File: src/rtl/tlb_op_sched_if.sv
// Bundle of the WB-stage handshake, the TLB maintenance port and the CSR
// write-back signals used by the TLB maintenance sequencer.
interface tlb_op_sched_if #(
   parameter int IDXW = 4
);
   // WB-stage request
   logic            op_valid;
   logic [2:0]      op_code;
   logic [4:0]      op_inv_type;
   logic [31:0]     op_pc;
   logic            cancel;
   logic [IDXW-1:0] csr_tlbidx_index;
   logic            op_ready;
   logic            busy;
   logic            op_done;
   // TLB maintenance port
   logic            tlb_s_req;
   logic            tlb_s_found;
   logic [IDXW-1:0] tlb_s_index;
   logic [IDXW-1:0] tlb_r_index;
   logic            tlb_we;
   logic [IDXW-1:0] tlb_w_index;
   logic            tlb_inv_valid;
   logic [4:0]      tlb_inv_op;
   // CSR write-back and refetch
   logic            csr_tlbidx_we;
   logic            csr_tlbidx_ne;
   logic            csr_tlbidx_index_we;
   logic [IDXW-1:0] csr_tlbidx_index_o;
   logic            csr_tlbrd_we;
   logic            refetch_flush;
   logic [31:0]     refetch_pc;

   // The sequencer side
   modport slave (
      input  op_valid, op_code, op_inv_type, op_pc, cancel, csr_tlbidx_index,
             tlb_s_found, tlb_s_index,
      output op_ready, busy, op_done, tlb_s_req, tlb_r_index, tlb_we,
             tlb_w_index, tlb_inv_valid, tlb_inv_op, csr_tlbidx_we,
             csr_tlbidx_ne, csr_tlbidx_index_we, csr_tlbidx_index_o,
             csr_tlbrd_we, refetch_flush, refetch_pc
   );

   // The pipeline / TLB / CSR side
   modport master (
      output op_valid, op_code, op_inv_type, op_pc, cancel, csr_tlbidx_index,
             tlb_s_found, tlb_s_index,
      input  op_ready, busy, op_done, tlb_s_req, tlb_r_index, tlb_we,
             tlb_w_index, tlb_inv_valid, tlb_inv_op, csr_tlbidx_we,
             csr_tlbidx_ne, csr_tlbidx_index_we, csr_tlbidx_index_o,
             csr_tlbrd_we, refetch_flush, refetch_pc
   );
endinterface

File: src/rtl/tlb_op_sched.sv
// TLB maintenance sequencer: accepts one TLBSRCH/TLBRD/TLBWR/TLBFILL/INVTLB
// at writeback, drives the TLB maintenance port, writes results to the CSRs
// and raises the pc+4 refetch flush after state-changing instructions.
module tlb_op_sched #(
   parameter int TLBNUM  = 16,
   parameter int IDXW    = 4,
   parameter int TLB_LAT = 1
) (
   input  logic           clk,
   input  logic           resetn,
   tlb_op_sched_if.slave  bus
);

   typedef enum logic [1:0] {S_IDLE, S_ISSUE, S_WAIT, S_FLUSH} state_e;

   localparam logic [2:0] OP_SRCH = 3'd1;
   localparam logic [2:0] OP_RD   = 3'd2;
   localparam logic [2:0] OP_WR   = 3'd3;
   localparam logic [2:0] OP_FILL = 3'd4;
   localparam logic [2:0] OP_INV  = 3'd5;

   // The wait counter holds TLB_LAT-1 down to 0.
   localparam int              LATW     = (TLB_LAT > 1) ? $clog2(TLB_LAT) : 1;
   localparam logic [LATW-1:0] LAT_LOAD = LATW'(TLB_LAT - 1);

   state_e          state_q, state_d;
   logic [2:0]      op_q, op_d;
   logic [31:0]     pc_q, pc_d;
   logic [4:0]      inv_q, inv_d;
   logic [LATW-1:0] wait_q, wait_d;
   logic [IDXW-1:0] ridx_q, ridx_d;
   logic [IDXW-1:0] fill_q;

   logic legal_op;
   assign legal_op = (bus.op_code != 3'd0) && (bus.op_code <= OP_INV);

   // State and latched-operation registers.
   // NOTE: every register here, including the latched pc, has a defined
   // reset value so the block comes out of reset fully deterministic.
   always_ff @(posedge clk or negedge resetn) begin
      if (!resetn) begin
         state_q <= S_IDLE;
         op_q    <= '0;
         pc_q    <= '0;
         inv_q   <= '0;
         wait_q  <= '0;
         ridx_q  <= '0;
      end else begin
         // NOTE: sequential state uses non-blocking assignments so all
         // registers update together from pre-edge values.
         state_q <= state_d;
         op_q    <= op_d;
         pc_q    <= pc_d;
         inv_q   <= inv_d;
         wait_q  <= wait_d;
         ridx_q  <= ridx_d;
      end
   end

   // Free-running fill pointer used as the TLBFILL victim index.
   always_ff @(posedge clk or negedge resetn) begin
      if (!resetn)                          fill_q <= '0;
      else if (fill_q == IDXW'(TLBNUM - 1)) fill_q <= '0;
      else                                  fill_q <= fill_q + IDXW'(1);
   end

   // Next-state and output decode.
   always_comb begin
      // NOTE: every signal written here gets a default first, so no path
      // through the case statement can infer a latch.
      state_d                 = state_q;
      op_d                    = op_q;
      pc_d                    = pc_q;
      inv_d                   = inv_q;
      wait_d                  = wait_q;
      ridx_d                  = ridx_q;
      bus.op_ready            = (state_q == S_IDLE);
      bus.busy                = (state_q != S_IDLE);
      bus.op_done             = 1'b0;
      bus.tlb_s_req           = 1'b0;
      bus.tlb_r_index         = '0;
      bus.tlb_we              = 1'b0;
      bus.tlb_w_index         = '0;
      bus.tlb_inv_valid       = 1'b0;
      bus.tlb_inv_op          = '0;
      bus.csr_tlbidx_we       = 1'b0;
      bus.csr_tlbidx_ne       = 1'b0;
      bus.csr_tlbidx_index_we = 1'b0;
      bus.csr_tlbidx_index_o  = '0;
      bus.csr_tlbrd_we        = 1'b0;
      bus.refetch_flush       = 1'b0;
      bus.refetch_pc          = '0;

      unique case (state_q)
         S_IDLE: begin
            if (bus.op_valid && legal_op && !bus.cancel) begin
               op_d    = bus.op_code;
               pc_d    = bus.op_pc;
               inv_d   = bus.op_inv_type;
               state_d = S_ISSUE;
            end
         end
         S_ISSUE: begin
            unique case (op_q)
               OP_SRCH: begin
                  bus.tlb_s_req = 1'b1;
                  wait_d        = LAT_LOAD;
                  state_d       = S_WAIT;
               end
               OP_RD: begin
                  bus.tlb_r_index = bus.csr_tlbidx_index;
                  ridx_d          = bus.csr_tlbidx_index;
                  wait_d          = LAT_LOAD;
                  state_d         = S_WAIT;
               end
               OP_WR: begin
                  bus.tlb_we      = 1'b1;
                  bus.tlb_w_index = bus.csr_tlbidx_index;
                  state_d         = S_FLUSH;
               end
               OP_FILL: begin
                  bus.tlb_we      = 1'b1;
                  bus.tlb_w_index = fill_q;
                  state_d         = S_FLUSH;
               end
               OP_INV: begin
                  bus.tlb_inv_valid = 1'b1;
                  bus.tlb_inv_op    = inv_q;
                  state_d           = S_FLUSH;
               end
               default: state_d = S_IDLE;
            endcase
         end
         S_WAIT: begin
            // The read index stays stable while the TLB read completes.
            if (op_q == OP_RD) bus.tlb_r_index = ridx_q;
            if (wait_q == '0) begin
               if (op_q == OP_SRCH) begin
                  bus.csr_tlbidx_we = 1'b1;
                  bus.csr_tlbidx_ne = ~bus.tlb_s_found;
                  if (bus.tlb_s_found) begin
                     bus.csr_tlbidx_index_we = 1'b1;
                     bus.csr_tlbidx_index_o  = bus.tlb_s_index;
                  end
                  bus.op_done = 1'b1;
                  state_d     = S_IDLE;
               end else begin
                  bus.csr_tlbrd_we = 1'b1;
                  state_d          = S_FLUSH;
               end
            end else begin
               wait_d = wait_q - LATW'(1);
            end
         end
         S_FLUSH: begin
            bus.refetch_flush = 1'b1;
            bus.refetch_pc    = pc_q + 32'd4;
            bus.op_done       = 1'b1;
            state_d           = S_IDLE;
         end
         default: state_d = S_IDLE;
      endcase

      // A flush from the exception/ertn path kills the op in flight.
      if ((state_q != S_IDLE) && bus.cancel) begin
         bus.op_done             = 1'b0;
         bus.tlb_s_req           = 1'b0;
         bus.tlb_we              = 1'b0;
         bus.tlb_w_index         = '0;
         bus.tlb_inv_valid       = 1'b0;
         bus.tlb_inv_op          = '0;
         bus.csr_tlbidx_we       = 1'b0;
         bus.csr_tlbidx_ne       = 1'b0;
         bus.csr_tlbidx_index_we = 1'b0;
         bus.csr_tlbidx_index_o  = '0;
         bus.csr_tlbrd_we        = 1'b0;
         bus.refetch_flush       = 1'b0;
         bus.refetch_pc          = '0;
         state_d                 = S_IDLE;
      end
   end

endmodule

File: src/flat_wrapper.sv
// flat-port wrapper written by rule: the top's interface ports become plain ports
module tlb_op_sched_flat 
#(
   parameter int TLBNUM  = 16,
   parameter int IDXW    = 4,
   parameter int TLB_LAT = 1
)
  (clk, resetn, bus_op_valid, bus_op_code, bus_op_inv_type, bus_op_pc, bus_cancel, bus_csr_tlbidx_index, bus_tlb_s_found, bus_tlb_s_index, bus_op_ready, bus_busy, bus_op_done, bus_tlb_s_req, bus_tlb_r_index, bus_tlb_we, bus_tlb_w_index, bus_tlb_inv_valid, bus_tlb_inv_op, bus_csr_tlbidx_we, bus_csr_tlbidx_ne, bus_csr_tlbidx_index_we, bus_csr_tlbidx_index_o, bus_csr_tlbrd_we, bus_refetch_flush, bus_refetch_pc);
  tlb_op_sched_if #(.IDXW(IDXW)) bus_i ();
  input  logic clk;
  input  logic resetn;
  input wire logic [$bits(bus_i.op_valid)-1:0] bus_op_valid;
  input wire logic [$bits(bus_i.op_code)-1:0] bus_op_code;
  input wire logic [$bits(bus_i.op_inv_type)-1:0] bus_op_inv_type;
  input wire logic [$bits(bus_i.op_pc)-1:0] bus_op_pc;
  input wire logic [$bits(bus_i.cancel)-1:0] bus_cancel;
  input wire logic [$bits(bus_i.csr_tlbidx_index)-1:0] bus_csr_tlbidx_index;
  input wire logic [$bits(bus_i.tlb_s_found)-1:0] bus_tlb_s_found;
  input wire logic [$bits(bus_i.tlb_s_index)-1:0] bus_tlb_s_index;
  output wire logic [$bits(bus_i.op_ready)-1:0] bus_op_ready;
  output wire logic [$bits(bus_i.busy)-1:0] bus_busy;
  output wire logic [$bits(bus_i.op_done)-1:0] bus_op_done;
  output wire logic [$bits(bus_i.tlb_s_req)-1:0] bus_tlb_s_req;
  output wire logic [$bits(bus_i.tlb_r_index)-1:0] bus_tlb_r_index;
  output wire logic [$bits(bus_i.tlb_we)-1:0] bus_tlb_we;
  output wire logic [$bits(bus_i.tlb_w_index)-1:0] bus_tlb_w_index;
  output wire logic [$bits(bus_i.tlb_inv_valid)-1:0] bus_tlb_inv_valid;
  output wire logic [$bits(bus_i.tlb_inv_op)-1:0] bus_tlb_inv_op;
  output wire logic [$bits(bus_i.csr_tlbidx_we)-1:0] bus_csr_tlbidx_we;
  output wire logic [$bits(bus_i.csr_tlbidx_ne)-1:0] bus_csr_tlbidx_ne;
  output wire logic [$bits(bus_i.csr_tlbidx_index_we)-1:0] bus_csr_tlbidx_index_we;
  output wire logic [$bits(bus_i.csr_tlbidx_index_o)-1:0] bus_csr_tlbidx_index_o;
  output wire logic [$bits(bus_i.csr_tlbrd_we)-1:0] bus_csr_tlbrd_we;
  output wire logic [$bits(bus_i.refetch_flush)-1:0] bus_refetch_flush;
  output wire logic [$bits(bus_i.refetch_pc)-1:0] bus_refetch_pc;
  assign bus_i.op_valid = bus_op_valid;
  assign bus_i.op_code = bus_op_code;
  assign bus_i.op_inv_type = bus_op_inv_type;
  assign bus_i.op_pc = bus_op_pc;
  assign bus_i.cancel = bus_cancel;
  assign bus_i.csr_tlbidx_index = bus_csr_tlbidx_index;
  assign bus_i.tlb_s_found = bus_tlb_s_found;
  assign bus_i.tlb_s_index = bus_tlb_s_index;
  assign bus_op_ready = bus_i.op_ready;
  assign bus_busy = bus_i.busy;
  assign bus_op_done = bus_i.op_done;
  assign bus_tlb_s_req = bus_i.tlb_s_req;
  assign bus_tlb_r_index = bus_i.tlb_r_index;
  assign bus_tlb_we = bus_i.tlb_we;
  assign bus_tlb_w_index = bus_i.tlb_w_index;
  assign bus_tlb_inv_valid = bus_i.tlb_inv_valid;
  assign bus_tlb_inv_op = bus_i.tlb_inv_op;
  assign bus_csr_tlbidx_we = bus_i.csr_tlbidx_we;
  assign bus_csr_tlbidx_ne = bus_i.csr_tlbidx_ne;
  assign bus_csr_tlbidx_index_we = bus_i.csr_tlbidx_index_we;
  assign bus_csr_tlbidx_index_o = bus_i.csr_tlbidx_index_o;
  assign bus_csr_tlbrd_we = bus_i.csr_tlbrd_we;
  assign bus_refetch_flush = bus_i.refetch_flush;
  assign bus_refetch_pc = bus_i.refetch_pc;
  tlb_op_sched #(.TLBNUM(TLBNUM), .IDXW(IDXW), .TLB_LAT(TLB_LAT)) u_core (.clk(clk), .resetn(resetn), .bus(bus_i));
endmodule
File: config.mk
export PLATFORM = sky130hd
export DESIGN_NAME = tlb_op_sched_flat
export DESIGN_NICKNAME = d
export VERILOG_FILES = /design/src/rtl/tlb_op_sched_if.sv /design/src/rtl/tlb_op_sched.sv /design/src/flat_wrapper.sv
export SDC_FILE = /design/constraint.sdc
export NUM_CORES = 1
export LEC_CHECK = 0
export CORE_MARGIN = 5
export CORE_UTILIZATION = 45
export DETAILED_ROUTE_END_ITERATION = 10
export DONT_BUFFER_PORTS = 1
export PLACE_DENSITY = 0.58
export SLEW_MARGIN = 20
export SYNTH_ARGS = -nofsm -noshare
export SYNTH_HDL_FRONTEND = slang
export SYNTH_SLANG_ARGS = --single-unit
File: constraint.sdc
create_clock -name clk -period 2.6 [get_ports clk]
set_input_delay 0.52 -clock clk [delete_from_list [all_inputs] [get_ports clk]]
set_output_delay 0.52 -clock clk [all_outputs]
set_load 0.1 [all_outputs]
# Word-level counts from Yosys, hierarchy flattened
# Index checks and enable logic that the tools add are counted.
# totals
regBits	51
inputBits	53
word_cells	95
# classes
n_addsub	3
order_cmp	1
eq_ne	12
muxes	55
bitwise	1
n_reduce_logical	16
# ops
op	n
2-to-1 mux 32 bit	2
2-to-1 mux 4 bit	10
adder 32 x 3 -> 32 bit, second input constant	1
2-to-1 mux 1 bit	30
case mux 4 bit (2 select lines)	2
2-to-1 mux 5 bit	3
2-to-1 mux 2 bit	4
case mux 2 bit (4 select lines)	1
AND reduction 2 bit	4
== test 3 x 2 -> 1 bit, second input constant	2
== test 3 bit, second input constant	2
adder 4 x 1 -> 4 bit, second input constant	1
== test 2 bit, second input constant	2
== test 4 bit, second input constant	1
logical AND 1 bit	4
case mux 1 bit (2 select lines)	2
case mux 2 bit (2 select lines)	1
nonzero test 2 bit	2
OR reduction 2 bit	2
== test 3 x 1 -> 1 bit, second input constant	1
<= comparator 3 bit, second input constant	1
inequality test 3 x 1 -> 1 bit, second input constant	1
inequality test 3 bit, second input constant	1
nonzero test 3 bit	1
other kinds (7)	7

# Logic depth before layout (Yosys ltp)
# Gate-level depths: netlist (run 1).
# depth
word_depth	7
mapped_depth	8
mapped_depth_nobuf	7

# Least setup slack after synthesis (run 1)
# Ideal clock, no wire load.
# synth_path
kind	register -> output
start	register u_core.state_q[0]
end	output bus_tlb_inv_op[0]
arrival_ps	4924
setup_slack_ps	-2844
path_stages_with_launch	7
n_path_buf	0
path_cell_list	dfrtp_1 > inv_1 > ha_1 > nand2b_1 > nand2_1 > nor3_1 > and2_1
# synth_via
elab_chain_len	3
word_cells_on_any_way	5
# synth_lines
element	line_no	source
start, declared	tlb_op_sched.sv:26	state_e state_q, state_d;
start signal, assigned	tlb_op_sched.sv:51	state_q <= state_d;
== test 2 x 1 -> 1 bit / nonzero test 2 bit (equally long branches)	tlb_op_sched.sv:94, tlb_op_sched.sv:165	
2-to-1 mux 5 bit / logical AND 1 bit (equally long branches)	tlb_op_sched.sv:94, tlb_op_sched.sv:165	
2-to-1 mux 5 bit (*)	tlb_op_sched.sv:165	if ((state_q != S_IDLE) && bus.cancel) begin
end, declared	flat_wrapper.sv:28	output wire logic [$bits(bus_i.tlb_inv_op)-1:0] bus_tlb_inv_op;
# Every way passes the cells marked *; elsewhere a longest branch is shown, timed or not.

# Worst setup path in the final report (run 1)
# layout_path
start	register u_core.pc_q[3]
end	output bus_refetch_pc[26]
# layout_via
elab_chain_len	3
# layout_lines
element	line_no	source
start, declared	tlb_op_sched.sv:28	logic [31:0] pc_q, pc_d;
start signal, assigned	tlb_op_sched.sv:53	pc_q <= pc_d;
adder 32 x 3 -> 32 bit	tlb_op_sched.sv:157	bus.refetch_pc = pc_q + 32'd4;
2-to-1 mux 32 bit	tlb_op_sched.sv:94	unique case (state_q)
2-to-1 mux 32 bit	tlb_op_sched.sv:165	
end, declared	flat_wrapper.sv:35	output wire logic [$bits(bus_i.refetch_pc)-1:0] bus_refetch_pc;
# Every way passes these cells.

==> reports/qor.yml, run 1 <==
status: "complete, but fails checks"
violations: "negative setup slack"
crit_buf_inv: 1
globalplace.congestion: 0.833
wl_met3_um: 494
io_buffers: 0
cp_top_family: "simple AND/OR/NAND/NOR gates"
leakage_uw: 0.00204
final_cell_mix: "buf_4, dfrtp_1, buf_12, mux2_2, nand2_1"
grt_setup_unrepaired: "true"
ys_ff_latch: 50
grt_max_degree: 51
globalRouteTotalUtil: 0.209
ys_async_sr_fraction: 1.00
wl_met1_mm: 3.78
crit_path_end_kind: "output port"
path_clk_slew_ns: 0.10
slowest_stage: "or4_4"
synth.avg_cell_area_um2: 9.67
power.total_uw: 4410
die_w_um: 93.1
ys_seq_area_frac: 0.403
dr.pass1.iters: 4
slew_headroom: 0.412
crit_arrival_ns: 2.19
worstReg2RegEnd: "u_core.state_q[1]"
row_count: 30
clockBufferDepth: 2
synth_ff_type: "dfrtp_1"
post-route-period-util: 1.04
start_util: 0.459
num_antenna_cells: 0
grt_overflow: 0
ir_drop_mv: 0.623
setup-violations-final: 14
synth_edf_count: 0
wire_per_inst_um: 17.9
powerDensity_nw_per_um2: 863
hold_ws_ns: 0.0522
grt_pass1_wl_mm: 14.4
yosysWarnings: 0
synthCells: 321
htreeDepth: 2
drv_cap: 0
drv_slew: 0
syn2layout_area_growth_pct: 64.4
path_max_fanout: 7
hold_class: "in -> async"
r2r.worst_path.cells: 5
setup_ws_ns: -0.113
antenna_found_initial: 0
crit_required_ns: 2.08
r2r_slack_ns: 0.61
synth_cell_types: 41
fin_skew_ns: 0.00733
drtIter0Drc: 87
fmax_mhz: 369
drc_errors: 0
numCtsBuffers: 5
antenna_left: 0
setup.worst_path.start_class: "flip-flop"
pin_count: 113
hpwl_mm: 6.45
tightest_slew_ns: 0.880
crit_chain: "ha_2, and3_4, nand4_4, or4_4, a21oi_4, buf_12"
cts_tree: "done"
path_class: "reg -> out"
synth_nets: 380
path_depth: 6
core_area_um2: 6760
root_buffer: "clkbuf_8"
drive_gt1_frac: 0.569
period_needed_ns: 2.71
worstReg2RegStart: "u_core.state_q[1]"
clk-insertion-delay-late_ns: 0.30
die_y_um: 93.1
vias: 2802
tns_ns: -0.672
syn_area_um2: 3100
critical_path.max_stage_delay_ns: 0.55
wl_met2_mm: 4.48
cts.sinks: 50
grt_pass1_vias: 2794
die_area_um2: 8660
avgViaCountPerCell: 5.68
final_nets: 471
wl_mm: 8.83
hold_violations: 0
dr.max_layer_used: "met4"
-- repair_timing --
item | 4_1_cts | 5_1_grt
hold buffers | 1 | 0
hold endpoints to repair | 50 | 0
gates resized for setup | 23 | 8
gates cloned | 2 | 0
endpoints found under the setup margin | 17 | 27
pin swaps | 10 | 8
buffers inserted | 7 | 5
-- kinds of logic after synthesis --
group	Yosys count	share of synthesized area
AND/OR/NAND/NOR	136	0.248
flip-flops	50	0.403
AO/OA/AOI/OAI	48	0.0939
multiplexers	46	0.164
buffers and inverters	24	0.0355
XOR/XNOR	11	0.0310
adder cells (fa/ha/maj)	6	0.0242
-- through the flow --
stage	instance area, um^2	setup slack [ns]	instances	util
6_report	5100	-0.113	493	0.755
5_1_grt	5100	-0.189	493	0.755
4_1_cts	5040	-0.101	488	0.746
3_5_place_dp	4720	-0.0449	470	0.699
3_3_place_gp	4720	0.0362	470	0.699
2_1_floorplan	3580	-0.443	321	-
-- registers in the layout, indices dropped and copies added (netlist names) --
| register | flops |
|---|---|
| u_core.ridx_q | 4 |
| u_core.op_q | 3 |
| u_core.state_q | 2 |
| u_core.fill_q | 4 |
| u_core.inv_q | 5 |
| u_core.pc_q | 32 |
-- power breakdown --
part           leakage, uW  switching [uW]  total, uW  internal [uW]
Combinational      0.00139            1410       2380            973
Sequential        0.000598             330       1470           1140
Clock            0.0000514             269        556            288
Total              0.00204            2010       4410           2400
-- worst max path at each step --
stage          slack (ns)                  to              start
6_report            -0.11  bus_refetch_pc[26]     u_core.pc_q[3]
5_1_grt             -0.19  bus_refetch_pc[26]     u_core.pc_q[2]
4_1_cts             -0.10  bus_refetch_pc[21]     u_core.pc_q[2]
3_5_place_dp        -0.04  bus_refetch_pc[31]     u_core.pc_q[8]
3_3_place_gp         0.04  bus_refetch_pc[27]     u_core.pc_q[8]
2_1_floorplan       -0.44   bus_tlb_inv_op[0]  u_core.state_q[1]
-- cell type report --
cell class	instances	area (um^2)
Clock inverter	2	37.5
Clock buffer	6	72.6
Multi-Input combinational cell	249	2330
Tap cell	80	100
Sequential cell	50	1250
Timing Repair Buffer	96	1270
Inverter	10	37.5
Fill cell	448	1650
-- per-layer routing --
layer | track usage | up-vias
li1 | - | 1348
met1 | 0.284 | 1363
met2 | 0.336 | 85
met3 | 0.0579 | 6
met4 | 0.0403 | 0
met5 | 0 | -
-- synth_stat cells (2+ instances only) --
cell,instances,share of area
dfrtp_1,50,0.40
mux2_2,40,0.15
nand2_1,34,0.041
nor2_1,21,0.025
a21oi_1,18,0.029
o21ai_0,13,0.021
and3_1,11,0.022
inv_1,10,0.012
nand3_1,10,0.016
nand2b_1,8,0.016
nand4_1,8,0.016
xor2_1,8,0.023
and2_1,7,0.014
buf_2,7,0.011
ha_1,6,0.024
mux2i_1,6,0.019
nor3_1,6,0.0097
o31ai_1,6,0.015
or3_1,6,0.012
or4_1,6,0.015
a21boi_0,5,0.012
clkbuf_1,5,0.0060
nor4_2,5,0.020
and4_1,4,0.011
xnor2_1,3,0.0085
a22oi_1,2,0.0048
and3b_1,2,0.0056
Power figures use the tool's default switching activity.
==> inputs of run 2 (changes only) <==
--- a/config.mk
+++ b/config.mk
@@ -5,6 +5,8 @@
 export SDC_FILE = /design/constraint.sdc
 export NUM_CORES = 1
 export LEC_CHECK = 0
+export ABC_AREA = 1
+export CORE_ASPECT_RATIO = 0.6
 export CORE_MARGIN = 5
 export CORE_UTILIZATION = 45
 export DETAILED_ROUTE_END_ITERATION = 10
==> constraint.sdc (replaced) <==
create_clock -name clk -period 2.6 [get_ports clk]
set_input_delay 0.52 -clock clk [delete_from_list [all_inputs] [get_ports clk]]
set_output_delay 0.52 -clock clk [all_outputs]
set_load 0.05 [all_outputs]
==> run 2 against run 1 <==
  * The flow now finishes without violations
  * Final cell count up 39%
  * Die area up 8.9%
  * Sequential cell count unchanged
  * Total power up 2.4%
  * Clock-buffer cell count down 1
  * Via count up 27%
  * Worst hold slack better by 0.0089 ns
  * Combinational power down 2%
  * Fmax up 8.6%
  * Register-to-register slack better by 0.08 ns
  * Sequential power up 3%
==> reports/qor.yml, run 2 <==
drc_errors: 0
num_antenna_cells: 0
tightest_slew_ns: 0.484
globalRouteTotalUtil: 0.227
n_fill_cell: 670
crit_required_ns: 2.08
synth_area_leaders: "dfrtp_1, nand2_1, nor2_1, inv_1, a21oi_1"
final_nets: 637
dr.pass1.iters: 5
synth_cell_types: 28
hpwl_mm: 8.09
drive_gt1_frac: 0.221
root_buffer: "clkbuf_16"
drv_cap: 0
cts.sinks: 50
worstReg2RegEnd: "u_core.pc_q[4]"
pin_count: 113
start_util: 0.465
yosys.area.top_type: "dfrtp_1"
path_clk_slew_ns: 0.07
final_common_cell: "nand2_1"
synth_commonest_cells: "nand2_1, nor2_1, inv_1"
critical_path.max_stage_delay_ns: 0.42
clockBufferDepth: 2
crit_path_end_kind: "output port"
antenna_left: 0
path_class: "reg -> out"
synth_nets: 577
synth_top_area_share: 0.369
ir_drop_mv: 0.510
vias: 3567
ys_async_sr_fraction: 1.00
power_frac_seq: 0.336
switchingPower_uw: 2300
die_area_um2: 9430
use_met3: 0.0537
grt-busiest-layer: "met1"
antenna_found_initial: 0
worstReg2RegStart: "u_core.state_q[1]"
yosysMostFrequentCell: "nand2_1"
drv_slew: 0
hold_ws_ns: 0.0610
grt_max_degree: 51
grt_pass1_wl_mm: 17.1
slew_headroom: 0.677
yosysWarnings: 0
wl_mm: 10.4
syn2layout_area_growth_pct: 32.1
synth.avg_cell_area_um2: 6.55
slowest_stage: "dfrtp_1"
crit_arrival_ns: 1.98
synth_ff_type: "dfrtp_1"
post-route-period-util: 0.961
path_max_fanout: 4
internal-power_uw: 2210
grt_pass1_vias: 3340
io_buffers: 0
synthCells: 518
period_needed_ns: 2.50
ys_ff_latch: 50
hold_violations: 0
powerDensity_nw_per_um2: 1010
die_w_um: 122
wire_per_inst_um: 15.3
status: "completed"
htreeDepth: 2
setup-violations-final: 0
fin_area_um2: 4480
dpl_cell_area_um2: 4250
avgViaCountPerCell: 5.22
clk-insertion-delay-late_ns: 0.30
syn_area_um2: 3390
grt_util_met1: 0.361
crit_buf_inv: 3
fmax_mhz: 400
die_y_um: 77.2
grtUsageMet2: 0.305
row_count: 24
core_area_um2: 7300
top_register: "u_core.pc_q"
clockPowerShare: 0.148
setup.worst_path.start_class: "flip-flop"
crit_chain: "buf_4, inv_1, nor2_4, nand2_2, nor2_2, nand2_1, nand2_1, nand2_1, nor2_2, buf_12"
r2r.worst_path.cells: 7
cts_tree: "done"
hold_class: "in -> async"
grt_overflow: 0
final_cell_mix: "nand2_1, nor2_1, inv_1, dfrtp_1, buf_4"
ys_seq_area_frac: 0.369
largest_register_ff_count: 32
globalplace.congestion: 0.910
power.total_uw: 4510
switching_share: 0.511
numCtsBuffers: 5
r2r_slack_ns: 0.69
fin_skew_ns: 0.00402
synth_edf_count: 0
leakage_uw: 0.00216
cp_top_family: "simple AND/OR/NAND/NOR gates"
reg.largest.list: "u_core.pc_q (32), u_core.inv_q (5)"
combPwrFrac: 0.517
cp_common_cell: "nand2_1"
drtIter0Drc: 248
-- run 2: changes by cell type after synthesis, sizes merged, moves of 16 or more --
cell	change
a21oi	+28
inv	+67
mux2	-40
nand2	+99
o21ai	+21
nand3	+16
nor2	+93
-- run 2: how the worst max path moves through the flow --
stage | endpoint | depth (start not counted) | start | slack (ns)
2_1_floorplan | bus_refetch_pc[7] | 6 | u_core.state_q[1] | -0.03
3_3_place_gp | bus_refetch_pc[31] | 9 | u_core.pc_q[13] | 0.47
3_5_place_dp | bus_refetch_pc[30] | 9 | u_core.pc_q[3] | 0.43
4_1_cts | bus_refetch_pc[30] | 9 | u_core.pc_q[3] | 0.09
5_1_grt | bus_refetch_pc[27] | 10 | u_core.pc_q[2] | -0.0009
6_report | bus_refetch_pc[27] | 10 | u_core.pc_q[2] | 0.10
-- run 2: timing repair --
action | CTS | global route
setup buffers | 0 | 2
hold endpoints to repair | 50 | 0
hold buffers | 1 | 0
endpoints found under the setup margin | 0 | 10
resized for setup | 0 | 9
-- run 2: layout make-up --
| class | instances | area [um^2] | area share |
|---|---|---|---|
| clock inverters | 3 | 21.3 | 0.00475 |
| multi-input cells | 379 | 1930 | 0.432 |
| repair buffers | 65 | 724 | 0.162 |
| clock buffers | 5 | 125 | 0.0279 |
| flip-flops and latches | 50 | 1250 | 0.279 |
| well taps | 104 | 130 | 0.0291 |
| inverters | 77 | 293 | 0.0654 |
-- run 2: kinds of logic (layout without fill, tap and decap cells) --
family          count (synthesis)  in the layout  synth area share
buf+inv                        89            150             0.102
fa+ha+maj                       6              6            0.0221
flops                          50             50             0.369
xor+xnor                        1              1           0.00258
simple gates                  288            288             0.376
compound gates                 84             84             0.129
-- run 2: layer usage --
metal  vias up  part of all wire
met3         8             0.097
met4         0            0.0083
met1      1658              0.50
met2       157              0.39
li1       1744                 -
met5         -                 0
-- run 2: power groups by stage --
stage          clock [uW]  combinational (uW)  sequential, uW
6_report              667                2330            1510
5_1_grt               718                2580            1570
4_1_cts               677                2260            1490
3_5_place_dp            0                2220            1510
3_3_place_gp            0                2180            1490
2_1_floorplan           0                1690            1400
-- run 2: metrics by stage --
step           std cells  utilization  worst slack (ns)    TNS, ns
6_report             683        0.614             0.101          0
5_1_grt              683        0.614         -0.000929  -0.000929
4_1_cts              681        0.606            0.0895          0
3_5_place_dp         672        0.583             0.426          0
3_3_place_gp         672        0.583             0.467          0
2_1_floorplan        518            -           -0.0321    -0.0618
==> inputs of run 3 (changes only) <==
--- a/config.mk
+++ b/config.mk
@@ -6,12 +6,12 @@
 export NUM_CORES = 1
 export LEC_CHECK = 0
 export ABC_AREA = 1
+export BUFFER_PORTS_ARGS = -buffer_cell sky130_fd_sc_hd__buf_2
 export CORE_ASPECT_RATIO = 0.6
 export CORE_MARGIN = 5
 export CORE_UTILIZATION = 45
 export DETAILED_ROUTE_END_ITERATION = 10
-export DONT_BUFFER_PORTS = 1
-export PLACE_DENSITY = 0.58
+export PLACE_DENSITY = 0.7
 export SLEW_MARGIN = 20
 export SYNTH_ARGS = -nofsm -noshare
 export SYNTH_HDL_FRONTEND = slang
==> run 3 against run 2 <==
  * Utilization is 0.19 points lower
  * Critical endpoint unchanged
  * Critical path depth stayed put
  * Via count is 3.2% higher
  * Largest power group unchanged
  * Combinational power hardly changed
  * Sequential power hardly changed
  * Non-clock buffer count is 58 higher
  * Highest routed layer unchanged
  * Clock power is 3% lower
  * Global-route usage is 0.74 points lower
==> reports/qor.yml, run 3 (same netlist as run 2, synthesis figures left out) <==
status: "completed"
final_nets: 695
register_area_um2: 1250
cts.sinks: 50
dr.pass1.iters: 5
syn2layout_area_growth_pct: 31.7
period_needed_ns: 2.56
grt_pass1_vias: 3326
crit_arrival_ns: 2.04
final_cell_mix: "nand2_1, buf_2, nor2_1, inv_1, dfrtp_1"
vias: 3681
fmax_mhz: 391
worstReg2RegStart: "u_core.state_q[1]"
setup.worst_path.start_class: "flip-flop"
pin_count: 113
drive_gt1_frac: 0.297
crit_buf_inv: 2
r2r.worst_path.cells: 6
path_max_fanout: 4
start_util: 0.465
worstReg2RegEnd: "u_core.pc_q[24]"
hold_class: "in -> async"
wl_mm: 10.5
crit_path_end_kind: "output port"
numCtsBuffers: 5
powerDensity_nw_per_um2: 995
dp_cells: 728
core_area_um2: 7300
setup-violations-final: 0
crit_chain: "buf_4, nand2_2, nor2_4, nand2_2, nor2_2, nand2_1, nand2_1, nand2_1, nor2_2, buf_2"
hpwl_mm: 8.33
wire_per_inst_um: 14.1
post-route-period-util: 0.983
fin_skew_ns: 0.00554
die_w_um: 122
hold_violations: 0
multi_input_area_um2: 1940
drc_errors: 0
cts_tree: "done"
avgViaCountPerCell: 4.97
grt_pass1_wl_mm: 16.5
num_antenna_cells: 0
grt_max_degree: 51
slew_headroom: 0.682
die_y_um: 77.2
io_buffers: 112
ir_drop_mv: 0.461
power.total_uw: 4440
leakage_uw: 0.00235
top_register: "u_core.pc_q"
cp_top_family: "simple AND/OR/NAND/NOR gates"
path_clk_slew_ns: 0.07
critical_path.max_stage_delay_ns: 0.43
tightest_slew_ns: 0.477
clk-insertion-delay-late_ns: 0.29
fin_cells: 741
drtIter0Drc: 355
n_fill_cell: 697
r2r_slack_ns: 0.84
antenna_left: 0
largest_register_ff_count: 32
clockBufferDepth: 2
drv_cap: 0
final_common_cell: "nand2_1"
cp_common_cell: "nand2_1"
row_count: 24
antenna_found_initial: 0
hold_buffers: 0
root_buffer: "clkbuf_16"
die_area_um2: 9430
path_class: "reg -> out"
globalRouteTotalUtil: 0.219
crit_required_ns: 2.08
grt_overflow: 0
htreeDepth: 2
drv_slew: 0
reg.largest.list: "u_core.pc_q (32), u_core.inv_q (5)"
slowest_stage: "dfrtp_1"
globalplace.congestion: 0.923
run 3: cell count changes in the layout (fill, tap and decap cells not counted), sizes merged:
cell    change
buf        +54
clkbuf      +4
run 3: worst max-delay path by stage:
stage | slack, ns | end | cells past startpoint | startpoint
5_1_grt | -0.004 | bus_refetch_pc[30] | 9 | u_core.pc_q[3]
3_3_place_gp | 0.19 | bus_refetch_pc[6] | 10 | bus_cancel
2_1_floorplan | -0.03 | bus_refetch_pc[7] | 6 | u_core.state_q[1]
4_1_cts | 0.009 | bus_refetch_pc[6] | 10 | u_core.state_q[1]
3_5_place_dp | 0.11 | bus_refetch_pc[6] | 10 | bus_cancel
6_report | 0.04 | bus_refetch_pc[27] | 10 | u_core.pc_q[3]
run 3: layout make-up:
class	count	area share
Multi-Input combinational cell	379	0.435
Sequential cell	50	0.280
Clock inverter	3	0.00476
Tap cell	104	0.0291
Clock buffer	5	0.0280
Inverter	77	0.0656
Timing Repair Buffer	123	0.157
run 3: repair_timing:
| action | CTS | global route |
|---|---|---|
| resized for setup | 5 | 25 |
| pin swaps | 0 | 4 |
| setup endpoints to repair | 28 | 28 |
| buffers inserted | 0 | 5 |
run 3: where the power goes:
| group | switching (uW) | total (uW) | internal [uW] |
|---|---|---|---|
| combinational | 1630 | 2300 | 667 |
| sequential | 364 | 1500 | 1130 |
| clock | 291 | 648 | 357 |
| total | 2290 | 4440 | 2160 |
run 3: metal layers:
metal	wire length [um]	vias up	track usage
li1	-	1848	-
met1	5440	1689	0.358
met2	4160	137	0.292
met3	793	7	0.0456
met4	64	0	0.0402
met5	0	-	0
run 3: per-stage QoR:
| step | setup WS [ns] | hold slack [ns] | setup TNS [ns] | utilization | instance area, um^2 |
|---|---|---|---|---|---|
| floorplan | -0.0321 | 0.224 | -0.0618 | - | 3500 |
| global placement | 0.195 | 0.472 | 0 | 0.575 | 4200 |
| detailed placement | 0.111 | 0.487 | 0 | 0.575 | 4200 |
| CTS | 0.00853 | 0.190 | 0 | 0.598 | 4360 |
| global route | -0.00448 | 0.224 | -0.00813 | 0.612 | 4470 |
| finish | 0.0435 | 0.175 | 0 | 0.612 | 4470 |
